`config.mk`:
```
export PLATFORM = sky130hd
export DESIGN_NAME = ped_request_ctrl
export DESIGN_NICKNAME = d
export VERILOG_FILES = /design/src/rtl/ped_request_ctrl.sv
export SDC_FILE = /design/constraint.sdc
export NUM_CORES = 1
export LEC_CHECK = 0
export CAP_MARGIN = 15
export CORE_MARGIN = 2
export CORE_UTILIZATION = 35
export CTS_CLUSTER_DIAMETER = 120
export DETAILED_ROUTE_END_ITERATION = 8
export MAX_ROUTING_LAYER = met4
export PLACE_DENSITY = 0.6
export SETUP_SLACK_MARGIN = 0.05
export SLEW_MARGIN = 25
export SYNTH_ARGS = -nofsm -noshare
export SYNTH_HDL_FRONTEND = slang
export SYNTH_SLANG_ARGS = --single-unit
```
`constraint.sdc`:
```
create_clock -name clk -period 2.7 [get_ports clk]
set_input_delay 0.405 -clock clk [delete_from_list [all_inputs] [get_ports clk]]
set_output_delay 0.405 -clock clk [all_outputs]
set_load 0.1 [all_outputs]
```
`src/rtl/ped_request_ctrl.sv`:
```
// Pedestrian push-button front end: synchronises and debounces the button, latches one
// request for the crossing sequencer, drives the WAIT lamp and applies a post-walk lockout.
module ped_request_ctrl #(
    parameter int unsigned DEBOUNCE_CYCLES = 16,
    parameter int unsigned LOCKOUT_CYCLES  = 8
) (
    input  logic       clk,
    input  logic       rst_n,
    input  logic       btn_raw,
    input  logic       ped_served,
    output logic       ped_req,
    output logic       wait_lamp,
    output logic       btn_clean,
    output logic [7:0] req_count
);

    typedef enum logic [1:0] {
        IDLE    = 2'd0,
        ARMED   = 2'd1,
        SERVING = 2'd2,
        LOCKOUT = 2'd3
    } state_t;

    localparam logic [7:0] DB_LAST   = 8'(DEBOUNCE_CYCLES - 1);
    localparam logic [7:0] LOCK_LOAD = 8'(LOCKOUT_CYCLES);

    logic       sync1_q, sync2_q;
    logic [7:0] db_cnt_q, db_cnt_d;
    logic       clean_q, clean_d;
    logic       press;
    state_t     state_q, state_d;
    logic       pending_q, pending_d;
    logic [7:0] lock_cnt_q, lock_cnt_d;
    logic [7:0] req_cnt_q, req_cnt_d;

    // Two-flop synchroniser for the asynchronous button input.
    always_ff @(posedge clk or negedge rst_n) begin
        if (!rst_n) begin
            sync1_q <= 1'b0;
            sync2_q <= 1'b0;
        end else begin
            sync1_q <= btn_raw;
            sync2_q <= sync1_q;
        end
    end

    // btn_clean follows btn_sync only after a run of DEBOUNCE_CYCLES disagreeing samples.
    always_comb begin
        db_cnt_d = 8'd0;
        clean_d  = clean_q;
        press    = 1'b0;
        if (sync2_q != clean_q) begin
            if (db_cnt_q == DB_LAST) begin
                clean_d = sync2_q;
                press   = sync2_q;
            end else begin
                db_cnt_d = db_cnt_q + 8'd1;
            end
        end
    end

    always_ff @(posedge clk or negedge rst_n) begin
        if (!rst_n) begin
            db_cnt_q <= 8'd0;
            clean_q  <= 1'b0;
        end else begin
            db_cnt_q <= db_cnt_d;
            clean_q  <= clean_d;
        end
    end

    // State register, with the lockout counter, pending flag and request counter.
    always_ff @(posedge clk or negedge rst_n) begin
        if (!rst_n) begin
            state_q    <= IDLE;
            pending_q  <= 1'b0;
            lock_cnt_q <= 8'd0;
            req_cnt_q  <= 8'd0;
        end else begin
            state_q    <= state_d;
            pending_q  <= pending_d;
            lock_cnt_q <= lock_cnt_d;
            req_cnt_q  <= req_cnt_d;
        end
    end

    // Next-state logic; ped_served always wins over a simultaneous press.
    always_comb begin
        state_d    = state_q;
        pending_d  = pending_q;
        lock_cnt_d = lock_cnt_q;
        unique case (state_q)
            IDLE: begin
                if (ped_served)  state_d = SERVING;
                else if (press)  state_d = ARMED;
            end
            ARMED: begin
                if (ped_served)  state_d = SERVING;
            end
            SERVING: begin
                if (!ped_served) begin
                    state_d    = LOCKOUT;
                    lock_cnt_d = LOCK_LOAD;
                    pending_d  = 1'b0;
                end
            end
            LOCKOUT: begin
                lock_cnt_d = lock_cnt_q - 8'd1;
                if (ped_served) begin
                    state_d   = SERVING;
                    pending_d = 1'b0;
                end else if (lock_cnt_q <= 8'd1) begin
                    // Last lockout cycle: a press landing right now still counts.
                    state_d   = (pending_q || press) ? ARMED : IDLE;
                    pending_d = 1'b0;
                end else if (press) begin
                    pending_d = 1'b1;
                end
            end
            default: state_d = IDLE;
        endcase

        req_cnt_d = req_cnt_q;
        if (state_d == ARMED && state_q != ARMED && req_cnt_q != 8'hFF)
            req_cnt_d = req_cnt_q + 8'd1;
    end

    // Outputs decode registered state only, so they cannot glitch on input changes.
    always_comb begin
        ped_req   = (state_q == ARMED);
        wait_lamp = (state_q == ARMED) || (state_q == LOCKOUT && pending_q);
        btn_clean = clean_q;
        req_count = req_cnt_q;
    end

endmodule

```
== After elaboration in Yosys (flattened, before gate mapping) ==
Cells that the tools add are included.

* $add $sub $neg: 3
* Order comparisons: 1
* Eq/ne operators: 10
* Mux-type cells: 19
* Reduce and logical (&&, ||, !) cells: 10

{| class="wikitable"
|+ Operators by type and width
! kind !! count
|-
| $mux W8 || 3
|-
| $add A8 B1 Y8 const B || 2
|-
| $pmux W8 S2 || 1
|-
| $mux W2 || 6
|-
| $eq A8 B4 Y1 const B || 1
|-
| $le A8 B1 Y1 const B || 1
|-
| $ne A8 B8 Y1 const B || 1
|-
| $pmux W2 S4 || 1
|-
| $sub A8 B1 Y8 const B || 1
|-
| $mux W1 || 7
|-
| $eq A2 B1 Y1 const B || 2
|-
| $eq A2 B2 Y1 const B || 2
|-
| $ne A4 B4 Y1 const B || 1
|-
| $reduce_and A2 Y1 || 2
|-
| $logic_and A1 B1 Y1 || 3
|-
| $reduce_and A3 Y1 || 1
|-
| $logic_not A2 Y1 || 1
|-
| $logic_or A1 B1 Y1 || 2
|-
| $ne A2 B1 Y1 const B || 1
|-
| $ne A2 B2 Y1 const B || 1
|-
| $pmux W1 S2 || 1
|-
| $reduce_bool A2 Y1 || 1
|-
| $ne A1 B1 Y1 || 1
|}

* Register bits after elaboration: 30
* Bits of input ports: 4
* Output and inout port bits: 11
* Word-level logic and storage cells: 51

== Logic depth before layout (Yosys ltp) ==
* Word-level depth: 11
* Gate-level depth with buffers: 8
* Depth with buffers taken out: 7

== Least setup slack after synthesis ==
OpenSTA, ideal clock, no wires.

* Path kind: register to register
* Start point: reg req_cnt_q[0], in the netlist req_count[0]
* End point: reg req_cnt_q[1], in the netlist req_count[1]
* Data arrival time: 2.352 ns
* Data required time: 2.572 ns
* Setup slack: 0.219 ns
* Stages on the path, launching flop included: 6
* Clock period less this slack: 2.481 ns
* Cell sequence: dfrtp_1 > ha_1 > nand3_1 > o22ai_1 > nor3_2 > mux2_1

* Cells in the longest elaborated chain, start to end: 2
* Elaborated cells between the ends (all ways): 3

{| class="wikitable"
|+ RTL lines
! element !! line !! RTL
|-
| from (decl) || 34 || <nowiki>logic [7:0] req_cnt_q, req_cnt_d;</nowiki>
|-
| from (signal assigned) || 83 || <nowiki>req_cnt_q <= req_cnt_d;</nowiki>
|-
| parallel branches: the longest is 2 deep, another holds $add A8 B1 Y8 || n/a ||
|}

Parallel ways; which one is timed is not known.
A chain may end at the register's enable or synchronous reset.

== Worst setup path after layout ==
* Start point: reg lock_cnt_q[5]
* End point: reg req_cnt_q[1], in the netlist req_count[1]

* Cells in the longest elaborated chain, start to end: 7

{| class="wikitable"
|+ RTL lines
! element !! line !! RTL
|-
| from (decl) || 33 || <nowiki>logic [7:0] lock_cnt_q, lock_cnt_d;</nowiki>
|-
| from (signal assigned) || 82 || <nowiki>lock_cnt_q <= lock_cnt_d;</nowiki>
|-
| $le A8 B1 Y1 || 112 || <nowiki>end else if (lock_cnt_q <= 8'd1) begin</nowiki>
|-
| $mux W2 || 112 ||
|-
| $mux W2 || 109 || <nowiki>if (ped_served) begin</nowiki>
|-
| $pmux W2 S4 || 92 || <nowiki>unique case (state_q)</nowiki>
|-
| $eq A2 B1 Y1 || 124 || <nowiki>if (state_d == ARMED && state_q != ARMED && req_cnt_q != 8'hFF)</nowiki>
|-
| $logic_and A1 B1 Y1 (2 in series) || 124 ||
|}

Every way passes these cells.

==> metrics.txt <==
largest net degree at the start of global routing 31; port bufs 14; placed inst area 1630 sq um; Synth Instances roughly 140; clock slew at reported path FFs around 0.060 ns; Main synth FF type dfrtp_1; Initial DRC Count 42; Tmin final 2.09 ns; Inserted Clock Buffers 5; RD Place Congestion a little under 0.9; root buf cell clkbuf_8; top-area cell type share of the netlist area 51.4%; Initial Util a little over a third; antenna violations before repair 0; vias ~1100; peak supply drop 0.740 mV; number of global-route vias before repair around 1000; RSZ-0062 raised after global routing false; fillers ~390; I/O Pins 15; Max Slew Vio Count 0; Final ANT Viol Nets 0; clock sink count 30; leak pwr between 0.7 and 0.8 nW; top-count cell post-synth dfrtp_1; CP startpoint kind flop; PwrDens 899 nW/um^2; Synth warnings 0; CTS HTree Levels 2; met2 Resource Use GR between 20% and 30%; final setup fails 0; total negative slack 0 ns; Core Region about 4000 sq um; Clk pwr share a little under a quarter; vias per std cell between 5 and 6; clock latency at the later pin of the worst-skew pair around 0.27 ns; P&R area growth vs syn 18.0%; row cnt 23; Final Cycle Share 77.4%; CP max FO 8; gr ovfl total 0; Flop pwr share 41.5%; CP Class reg -> reg; ANT cells 0; Clock Tree Buf Depth 2; Crit. End Element flop; met3 usage under 10%; met1 Use GR between 15 and 20%; Int Power roughly 900 uW; Post-Route WL 2760 um; Seq/Total Area, Yosys approximately half; average size of a mapped cell between 10 and 15 sq um; Post-synth EDFFs 0; Switch Pwr around 650 uW; Mapped Area 1460 sq um; Hold Vio Cnt, Final 0; number of remaining DRC errors 0; TritonCTS clock tree yes; post-CTS setup buffers 0; Die W just under 70 um; Die Footprint 4710 sq um; Hold Buf Count CTS 0; busiest grt layer met2; Worst Skew 0.00515 ns; combinational share of power around 35%; Die Span Y 68.6 um; post-route design area 1720 sq um; Post-CTS Resized 0; nets ~160; Netlist cell types 36; Mapped Nets around 150; worst rel slew slack a little under half; CP Data Arrival Time between 2 and 2.5 ns; global-route wire length before repair between 4000 and 5000 um; routed len/inst around 13 um; outcome complete, no violations; post-synthesis register bit count 30; ys async rst share between 90% and 100%; share of layout cells above drive strength 1 a little under a fifth; Pre-antenna DRT Iters 4; Slew @ Worst Pin slightly above 0.8 ns; Post-synth top cells 30 x dfrtp_1, 13 x nor2_1, 12 x nand3_1, 11 x nand2_1, 9 x xor2_1; Critical Path RT approximately 2.9 ns; Net Sw Frac approximately 42%; largest area contributor in the netlist dfrtp_1; min-delay worst type reg -> reg; top post-synthesis cells by area dfrtp_1 51%, xor2_1 5.4%, nand3_1 4.1%, ha_1 3.4%, nor4_2 3.4%; f_max 0.478 GHz; DP HPWL around 2000 um; Max Cap Viol 0; GR Util All Layers between 10% and 20%
==> path summary, 6_finish.rpt <==
check | from | endpoint | slack [ns] | cells after the start
worst max-delay path | lock_cnt_q[5] | req_count[1] | 0.61 | 5
worst min-delay path | sync1_q | sync2_q | 0.34 | 0
worst max register to register | lock_cnt_q[5] | req_count[1] | 0.61 | 5
worst min register to register | sync1_q | sync2_q | 0.34 | 0
max in group asynchronous | rst_n | sync1_q | 1.89 | 2
min in group asynchronous | rst_n | state_q[1] | 0.51 | 2
==> power groups by stage <==
stage	Sequential, mW	Clock [mW]	Combinational [mW]
after global placement	0.643	0	0.536
after global routing	0.660	0.401	0.597
after CTS	0.642	0.373	0.556
after floorplan	0.810	0	0.253
after detailed placement	0.649	0	0.549
final	0.643	0.359	0.549
==> cells in the final DEF (no fill, tap or decap), types with 2 or more instances in the layout <==
cell type | Yosys | routed
o21ai_0 | 7 | 7
dfrtp_1 | 30 | 30
nand3_1 | 12 | 12
or3_1 | 2 | 2
buf_4 | 0 | 12
clkdlybuf4s50_1 | 0 | 3
a21oi_1 | 2 | 2
nor4_2 | 4 | 4
xor2_1 | 9 | 9
nor3_1 | 3 | 3
inv_1 | 6 | 6
mux2i_1 | 2 | 2
nor4b_2 | 2 | 2
ha_1 | 4 | 4
nand2_1 | 11 | 11
nor2_1 | 13 | 13
nand4_1 | 3 | 3
xnor2_1 | 5 | 5
clkbuf_8 | 0 | 6
==> cell type report <==
cell class / instances / area [sq um] / area share [%]
flip-flops and latches: 30 / 751 / 43.5
clock inverters: 1 / 5.00 / 0.290
clock buffers: 7 / 86.3 / 5.01
repair buffers: 15 / 120 / 6.97
multi-input cells: 98 / 677 / 39.3
inverters: 6 / 22.5 / 1.31
well taps: 50 / 62.6 / 3.63
==> per-layer routing <==
metal | up-vias | part of all wire (%)
li1 | 518 | -
met1 | 508 | 44
met2 | 24 | 51
met3 | 2 | 3.8
met4 | 0 | 0.51
met5 | - | 0
==> sequential cells by signal, indices dropped and copies added, names as in the netlist <==
signal      count
pending_q       1
sync2_q         1
btn_clean       1
sync1_q         1
state_q         2
lock_cnt_q      8
db_cnt_q        8
req_count       8
==> cell families (layout without fill, tap and decap cells) <==
family                     after synthesis  in the layout  synth area share (%)
DFF                                     30             30                  51.4
AOI/OAI and AO/OA                       17             17                  7.19
buffers and inverters                    9             29                  2.31
and+or+nand+nor                         60             60                  25.2
muxes                                    3              3                  2.14
adders and majority gates                4              4                  3.42
xor gates and xnor gates                14             14                  8.39
==> critical path: stages, from the launching register on <==
cell,delay [ns]
dfrtp_1,0.40
nor3_1,0.45
nand4_1,0.19
a21oi_2,0.47
nor3_2,0.13
mux2_1,0.34
==> through the flow <==
step	std cells	hold WS, ns	setup WS, ns	total power [mW]	utilization (%)
CTS	207	0.342	0.607	1.57	43.1
floorplan	137	0.109	0.219	1.06	-
global route	207	0.350	0.432	1.66	43.1
global placement	199	0.334	0.665	1.18	40.8
detailed placement	199	0.335	0.624	1.20	40.8
finish	207	0.341	0.610	1.55	43.1
(Power assumes the default switching activity.)
